File: src/rtl/multiword_add_pkg.sv
// Shared definitions for the nibble-serial multiword adder/subtractor.
// Optional overflow logic is enabled with MULTIWORD_ADD_SEQ_OVF_EN.
package multiword_add_pkg;

  localparam int unsigned SLICE_W     = 4;
  localparam int unsigned NIBBLES_DEF = 4;

  typedef enum logic [1:0] {
    IDLE,
    RUN,
    DONE
  } state_e;

endpackage

File: src/rtl/multiword_add_fsm.sv
// Control FSM for multiword_add_seq: state register, slice counter and handshakes.
// Overflow enable (MULTIWORD_ADD_SEQ_OVF_EN) does not affect this file.
module multiword_add_fsm
  import multiword_add_pkg::*;
#(
  parameter int unsigned NIBBLES = NIBBLES_DEF,
  parameter int unsigned CNT_W   = (NIBBLES > 1) ? $clog2(NIBBLES) : 1
) (
  input  logic             clk,
  input  logic             rst,
  input  logic             start_valid_i,
  input  logic             res_ready_i,
  output logic             start_ready_o,
  output logic             res_valid_o,
  output logic             load_o,
  output logic             step_o,
  output logic             last_o,
  output logic [CNT_W-1:0] idx_o
);

  state_e           state_q, state_d;
  logic [CNT_W-1:0] cnt_q, cnt_d;

  always_ff @(posedge clk or posedge rst) begin
    if (rst) begin
      state_q <= IDLE;
      cnt_q   <= '0;
    end else begin
      state_q <= state_d;
      cnt_q   <= cnt_d;
    end
  end

  always_comb begin
    state_d       = state_q;
    cnt_d         = cnt_q;
    start_ready_o = 1'b0;
    res_valid_o   = 1'b0;
    load_o        = 1'b0;
    step_o        = 1'b0;
    last_o        = 1'b0;
    unique case (state_q)
      IDLE: begin
        start_ready_o = 1'b1;
        if (start_valid_i) begin
          load_o  = 1'b1;
          cnt_d   = '0;
          state_d = RUN;
        end
      end
      RUN: begin
        step_o = 1'b1;
        if (cnt_q == CNT_W'(NIBBLES - 1)) begin
          last_o  = 1'b1;
          cnt_d   = '0;
          state_d = DONE;
        end else begin
          cnt_d = cnt_q + 1'b1;
        end
      end
      DONE: begin
        res_valid_o = 1'b1;
        if (res_ready_i) state_d = IDLE;
      end
      default: state_d = IDLE;
    endcase
  end

  assign idx_o = cnt_q;

endmodule

File: src/rtl/multiword_add_seq.sv
// Nibble-serial A+B+cin / A-B engine with valid/ready start and result handshakes.
// Define MULTIWORD_ADD_SEQ_OVF_EN to build signed-overflow logic; otherwise ovf is tied to 0.
module multiword_add_seq
  import multiword_add_pkg::*;
#(
  parameter int unsigned NIBBLES = NIBBLES_DEF
) (
  input  logic                       clk,
  input  logic                       rst,
  input  logic                       start_valid,
  output logic                       start_ready,
  input  logic [SLICE_W*NIBBLES-1:0] a,
  input  logic [SLICE_W*NIBBLES-1:0] b,
  input  logic                       cin,
  input  logic                       sub,
  output logic                       res_valid,
  input  logic                       res_ready,
  output logic [SLICE_W*NIBBLES-1:0] sum,
  output logic                       cout,
  output logic                       ovf
);

  localparam int unsigned W     = SLICE_W * NIBBLES;
  localparam int unsigned CNT_W = (NIBBLES > 1) ? $clog2(NIBBLES) : 1;

  logic             load, step, last;
  logic [CNT_W-1:0] idx;

  multiword_add_fsm #(
    .NIBBLES (NIBBLES),
    .CNT_W   (CNT_W)
  ) u_fsm (
    .clk           (clk),
    .rst           (rst),
    .start_valid_i (start_valid),
    .res_ready_i   (res_ready),
    .start_ready_o (start_ready),
    .res_valid_o   (res_valid),
    .load_o        (load),
    .step_o        (step),
    .last_o        (last),
    .idx_o         (idx)
  );

  logic [W-1:0]       a_q, a_d, b_q, b_d, sum_q, sum_d;
  logic               carry_q, carry_d, cout_q, cout_d;
  logic [SLICE_W-1:0] a_sl, b_sl;
  logic [SLICE_W:0]   slice_res;

  always_ff @(posedge clk or posedge rst) begin
    if (rst) begin
      a_q     <= '0;
      b_q     <= '0;
      sum_q   <= '0;
      carry_q <= 1'b0;
      cout_q  <= 1'b0;
    end else begin
      a_q     <= a_d;
      b_q     <= b_d;
      sum_q   <= sum_d;
      carry_q <= carry_d;
      cout_q  <= cout_d;
    end
  end

  // Subtraction is A + ~B + 1, so B is inverted once at load and carry seeded to 1.
  always_comb begin
    a_sl      = a_q[idx*SLICE_W +: SLICE_W];
    b_sl      = b_q[idx*SLICE_W +: SLICE_W];
    slice_res = {1'b0, a_sl} + {1'b0, b_sl} + {{SLICE_W{1'b0}}, carry_q};
    a_d       = a_q;
    b_d       = b_q;
    sum_d     = sum_q;
    carry_d   = carry_q;
    cout_d    = cout_q;
    if (load) begin
      a_d     = a;
      b_d     = sub ? ~b : b;
      carry_d = sub | cin;
    end else if (step) begin
      sum_d[idx*SLICE_W +: SLICE_W] = slice_res[SLICE_W-1:0];
      carry_d                       = slice_res[SLICE_W];
      if (last) cout_d = slice_res[SLICE_W];
    end
  end

`ifdef MULTIWORD_ADD_SEQ_OVF_EN
  logic ovf_q, ovf_d;

  always_ff @(posedge clk or posedge rst) begin
    if (rst) ovf_q <= 1'b0;
    else     ovf_q <= ovf_d;
  end

  // Carry into the top bit is recovered from the top sum bit and its operand bits.
  always_comb begin
    ovf_d = ovf_q;
    if (step && last)
      ovf_d = (a_sl[SLICE_W-1] ^ b_sl[SLICE_W-1] ^ slice_res[SLICE_W-1]) ^ slice_res[SLICE_W];
  end

  assign ovf = ovf_q;
`else
  assign ovf = 1'b0;
`endif

  assign sum  = sum_q;
  assign cout = cout_q;

endmodule

File: config.mk
export PLATFORM = sky130hd
export DESIGN_NAME = multiword_add_seq
export DESIGN_NICKNAME = d
export VERILOG_FILES = /design/src/rtl/multiword_add_pkg.sv /design/src/rtl/multiword_add_fsm.sv /design/src/rtl/multiword_add_seq.sv
export SDC_FILE = /design/constraint.sdc
export NUM_CORES = 1
export LEC_CHECK = 0
export CORE_ASPECT_RATIO = 1.4
export CORE_MARGIN = 4
export CORE_UTILIZATION = 47
export CTS_BUF_LIST = sky130_fd_sc_hd__clkbuf_2 sky130_fd_sc_hd__clkbuf_4 sky130_fd_sc_hd__clkbuf_8
export CTS_CLUSTER_SIZE = 25
export DETAILED_ROUTE_END_ITERATION = 10
export PLACE_DENSITY = 0.75
export SETUP_SLACK_MARGIN = 0.5
export SLEW_MARGIN = 15
export SYNTH_ARGS = -nofsm -noshare
export SYNTH_HDL_FRONTEND = slang
export SYNTH_SLANG_ARGS = --single-unit
export TNS_END_PERCENT = 100
File: constraint.sdc
create_clock -name clk -period 2.7 [get_ports clk]
set_input_delay 0.81 -clock clk [delete_from_list [all_inputs] [get_ports clk]]
set_output_delay 0.81 -clock clk [all_outputs]
set_load 0.03 [all_outputs]
# Word-level counts from Yosys, hierarchy flattened
# Cells that the tools add are included.
classes:
  add_sub_neg: 4
  multipliers: 0
  n_div: 0
  order_cmp: 0
  eq_ne: 6
  shift: 4
  n_mux: 18
  bitwise_logic: 3
  n_reduce_logical: 7
ops:
  columns: ["op", "count"]
  rows:
  - ["$neg A4 Y34", 1]
  - ["$shift A4 B34 Y16 const A", 1]
  - ["$shiftx A4 B34 Y16", 1]
  - ["$shiftx A16 B5 Y4", 2]
  - ["$bwmux W16", 1]
  - ["$mux W16", 1]
  - ["$not A16 Y16", 1]
  - ["$mux W2", 5]
  - ["$mux W1", 9]
  - ["$pmux W2 S3", 1]
  - ["$reduce_and A3 Y1", 2]
  - ["$add A4 B4 Y5", 1]
  - ["$add A5 B1 Y5", 1]
  - ["$eq A2 B2 Y1 const B", 2]
  - ["$ne A2 B2 Y1 const B", 2]
  - ["$pmux W2 S2", 1]
  - ["$reduce_and A2 Y1", 2]
  - ["$reduce_bool A2 Y1", 2]
  - ["$add A2 B1 Y2 const B", 1]
  - ["$eq A2 B1 Y1 const B", 1]
  - ["$logic_not A2 Y1", 1]
  - ["$ne A2 B1 Y1 const B", 1]
  - ["$not A1 Y1", 1]
  - ["$or A1 B1 Y1", 1]
totals:
  ff_bits: 54
  latch_bits: 0
  ram_bits: 0
  romBits: 0
  input_bits: 38
  out_inout_bits: 20
  wordCells: 49
  mem_count: 0

# Logic depth before layout (Yosys ltp)
logic_depth:
  depth_word: 5
  ltp_mapped: 7
  mapped_depth_nobuf: 6

# Cells and area by module
# From an unflattened synthesis, not the netlist that was laid out.
unflattened:
  hier_cells: 206
  area_unflattened_um2: 2655.0
by_module_without_submodules:
  columns: ["mod", "instances", "cells_per_inst", "area_each_um2", "seq_area_each_um2"]
  rows:
  - ["multiword_add_seq", 1, 186, 2444.8, 1251.2]
  - ["multiword_add_fsm", 1, 20, 210.2, 100.1]

# Worst setup path after synthesis
# Ideal clock, no wire load.
synth_path:
  kind: "register to register"
  start: "reg u_fsm.cnt_q[0] (netlist: u_fsm.idx_o[0])"
  end: "reg carry_q"
  setup_ns: 0.128
  t_arrival_ns: 2.564
  t_required_ns: 2.572
  path_slack_ns: 0.007
  path_stages_with_launch: 8
  n_path_buf: 1
  period_less_slack_ns: 2.693
  path_cell_list: "dfrtp_1 > buf_4 > mux4_2 > fa_1 > fa_1 > a21o_1 > a211oi_1 > o31ai_1"
synth_between:
  elab_chain_cells: 5
  elab_cells_between_ends: 6
  cone_classes: "add/sub: 2; shift: 2; mux: 2"
synth_rtl:
  columns: ["item", "line", "text"]
  rows:
  - ["from (decl)", "multiword_add_fsm.sv:22", "logic [CNT_W-1:0] cnt_q, cnt_d;"]
  - ["from (signal assigned)", "multiword_add_fsm.sv:30", "cnt_q <= cnt_d;"]
  - ["$shiftx A16 B5 Y4, on equally long branches", "multiword_add_seq.sv:68, multiword_add_seq.sv:69", null]
  - ["$add A4 B4 Y5 (*)", "multiword_add_seq.sv:70", "slice_res = {1'b0, a_sl} + {1'b0, b_sl} + {{SLICE_W{1'b0}}, carry_q};"]
  - ["$add A5 B1 Y5 (*)", "multiword_add_seq.sv:70", null]
  - ["$mux W1 (*)", "multiword_add_seq.sv:80", "end else if (step) begin"]
  - ["$mux W1 (*)", "multiword_add_seq.sv:76", "if (load) begin"]
  - ["to (signal assigned)", "multiword_add_seq.sv:61", "carry_q <= carry_d;"]
  - ["to (decl)", "multiword_add_seq.sv:46", "logic carry_q, carry_d, cout_q, cout_d;"]
# Mark *: on every way between the ends. The rest lies on a longest branch, timed or not. The select of a mux whose other input is x is not followed.
# A chain may end at the register's enable or synchronous reset.

# Final worst setup path
# Ends and elaborated chain as after synthesis.

==> run summary <==
status: finished, final reports clean
CTS sink cnt: 54
share of flip-flops with an asynchronous set or reset: 100.0%
CP startpoint kind: flip-flop
Fin. Hold Viols: 0
non-filler instance count after layout: 336
fin. max-slew vios: 0
vias: 1767
I/O pin count: 58
Max Root-Sink Buffers: 2
largest net degree at the start of global routing: 55
cell count after placement: 326
Reg-to-Reg Start: u_fsm.idx_o[0]
FP Rows: 32
CP required: 2.89 ns
Core ar.: 5485 µm²
initial core utilization: 48.29%
final setup vio count: 0
sequential share of the synthesized area: 51.02%
area delta synth->final: 29.71%
Final ANT Viol Nets: 0
initial antenna violation count: 0
critical path arrival: 2.52 ns
crit path time final: 2.329 ns
TritonCTS clock tree: built
Final Skew: 0.005554 ns
total negative slack: 0 ns
HP Start: sum[2]
Max Freq: 429.4 MHz
nets: 316
Avg Synthesized Cell Area: 12.86 µm²
Synth Net Count: 255
final period utilization: 86.24%
Ant. Diodes: 0
Tot GR Track Use: 16.24%
# fillers: 433
crit path from: u_fsm.idx_o[0]
vias in the first global route: 1869
Port-buffer cells: 56
Hold Slack: 0.5077 ns
flops & latches, synth: 54
CTS buffer count: 5
RSZ-0062 raised after global routing: true
Vias/cell: 5.259
number of flops mapped to enable cells by yosys: 0
Routed WL per cell: 15.24 µm
share of post-route cells with drive strength above 1: 20.15%
root buffer cell: clkbuf_8
Pwr Density: 1269 nW/µm²
Max Cap Viol: 0
Peak VDD IR: 0.6044 mV
Synth Warn #: 0
drt total wl: 5120 µm
Die Area: 6918 µm²
Residual DRC: 0
Static Leak: 1.470 nW
Tightest Hold Check Type: flip-flop to flip-flop
Netlist cell types: 37
GP Congestion: 0.7520
die height: 96.83 µm
largest fanout on the critical path: 5
first-pass GRT wire length: 8818 µm
WS Path Type: flip-flop to flip-flop
H-tree depth: 2
crit end category: flip-flop
Pre-Repair DR Iteration Count: 4
Post-Syn Instances: 206
grt ovf: 0
width of the die: 71.45 µm
Iter 0 DRT Violations: 98
Synth Flop Type: dfrtp_1
Reg clk slew, reported paths: 0.09 ns
mapped cell area: 2649 µm²
Pwr Total: 4.361 mW
Skew-Pair Late Insertion Delay: 0.31 ns
dpl hpwl: 3954 µm
-- cells in the mapped netlist (all sizes together), types with 2 or more instances --
| master | instances | area share, % |
|---|---|---|
| a22o | 12 | 4.0 |
| ha | 9 | 4.3 |
| xnor2 | 16 | 5.3 |
| o31ai | 3 | 0.85 |
| fa | 2 | 1.5 |
| o21ai | 2 | 0.38 |
| nand2 | 5 | 0.71 |
| mux2 | 16 | 6.8 |
| dfrtp | 54 | 51 |
| a21oi | 18 | 3.4 |
| inv | 4 | 0.57 |
| o21bai | 2 | 0.57 |
| mux4 | 8 | 6.8 |
| a211oi | 2 | 0.57 |
| buf | 10 | 2.8 |
| nor4b | 2 | 1.2 |
| a32o | 4 | 1.5 |
| and3 | 2 | 0.47 |
| nor2 | 20 | 2.8 |
-- cell usage in the layout (no fill, tap or decap), types with 2 or more instances in the layout --
cell type        count
and3_1               2
fa_2                 2
inv_1                3
o21ai_0              2
buf_4                7
dlymetal6s2s_1       3
dfrtp_1             53
mux2_2              16
ha_1                 9
a32o_1               4
clkdlybuf4s50_1     51
nor2_1              20
nand2_1              5
o31ai_1              3
buf_12               2
a22o_1              12
a21oi_1             17
xnor2_1             16
mux4_2               8
clkbuf_8             6
o21bai_1             2
-- routing by layer --
metal,global-route usage [%],vias up,wire (µm)
met5,0,-,0
met4,6.078,0,99
met3,2.807,7,187
met2,28.68,35,2846
met1,19.27,857,1987
li1,-,868,-
-- where the power goes --
part,internal (mW),switching [mW]
clock,0.207,0.258
combinational,1.21,1.28
sequential,1.16,0.239
-- final timing paths --
kind,slack (ns),end,cells after the start
hold / removal,0.51,sum[2],2
max in group asynchronous,1.60,u_fsm.idx_o[0],3
hold reg to reg,0.51,sum[2],2
min in group asynchronous,0.86,a_q[6],3
setup / recovery,0.37,carry_q,6
setup reg to reg,0.37,carry_q,6
-- state kept, by name, summed over array words and instances (netlist names) --
register / flops
a_q: 16
b_q: 16
carry_q: 1
cout: 1
sum: 16
u_fsm.idx_o: 2
u_fsm.state_q: 2
-- stage by stage --
stage	area, µm²	setup WS, ns	util, %
2_1_floorplan	2666	0.2488	-
3_3_place_gp	3307	0.2650	60.29
6_report	3436	0.3714	62.64
3_5_place_dp	3307	0.2242	60.29
5_1_grt	3436	0.2513	62.64
4_1_cts	3426	0.3628	62.45
-- cells by family after synthesis --
| kind of cell | share of synthesized area [%] |
|---|---|
| other | 0.1416 |
| adders and majority gates | 5.763 |
| buffers and inverters | 3.542 |
| and+or+nand+nor | 8.550 |
| AOI/OAI and AO/OA | 11.76 |
| DFF | 51.02 |
| muxes | 13.60 |
| xor gates and xnor gates | 5.621 |
-- final cells by class --
class	count	area, µm²	area share, %
Tap cell	68	85.08	2.476
Clock inverter	2	12.51	0.3642
Sequential cell	54	1353	39.37
Inverter	4	15.01	0.4370
Timing Repair Buffer	65	654.4	19.05
Multi-Input combinational cell	137	1234	35.91
Clock buffer	6	82.58	2.403
-- worst max-delay path, stage by stage, from the launching register on --
cell      delay, ns
dfrtp_2        0.43
mux4_2         0.53
fa_2           0.41
fa_2           0.38
a21o_1         0.20
a211oi_2       0.18
o31ai_1        0.08
-- timing repair --
action,CTS,global route
setup endpoints to repair,16,19
hold buffers,0,0
endpoints found under the hold margin,0,0
buffers inserted,2,0
pin swaps,4,0
resized for setup,4,6
(Power assumes the default switching activity.)
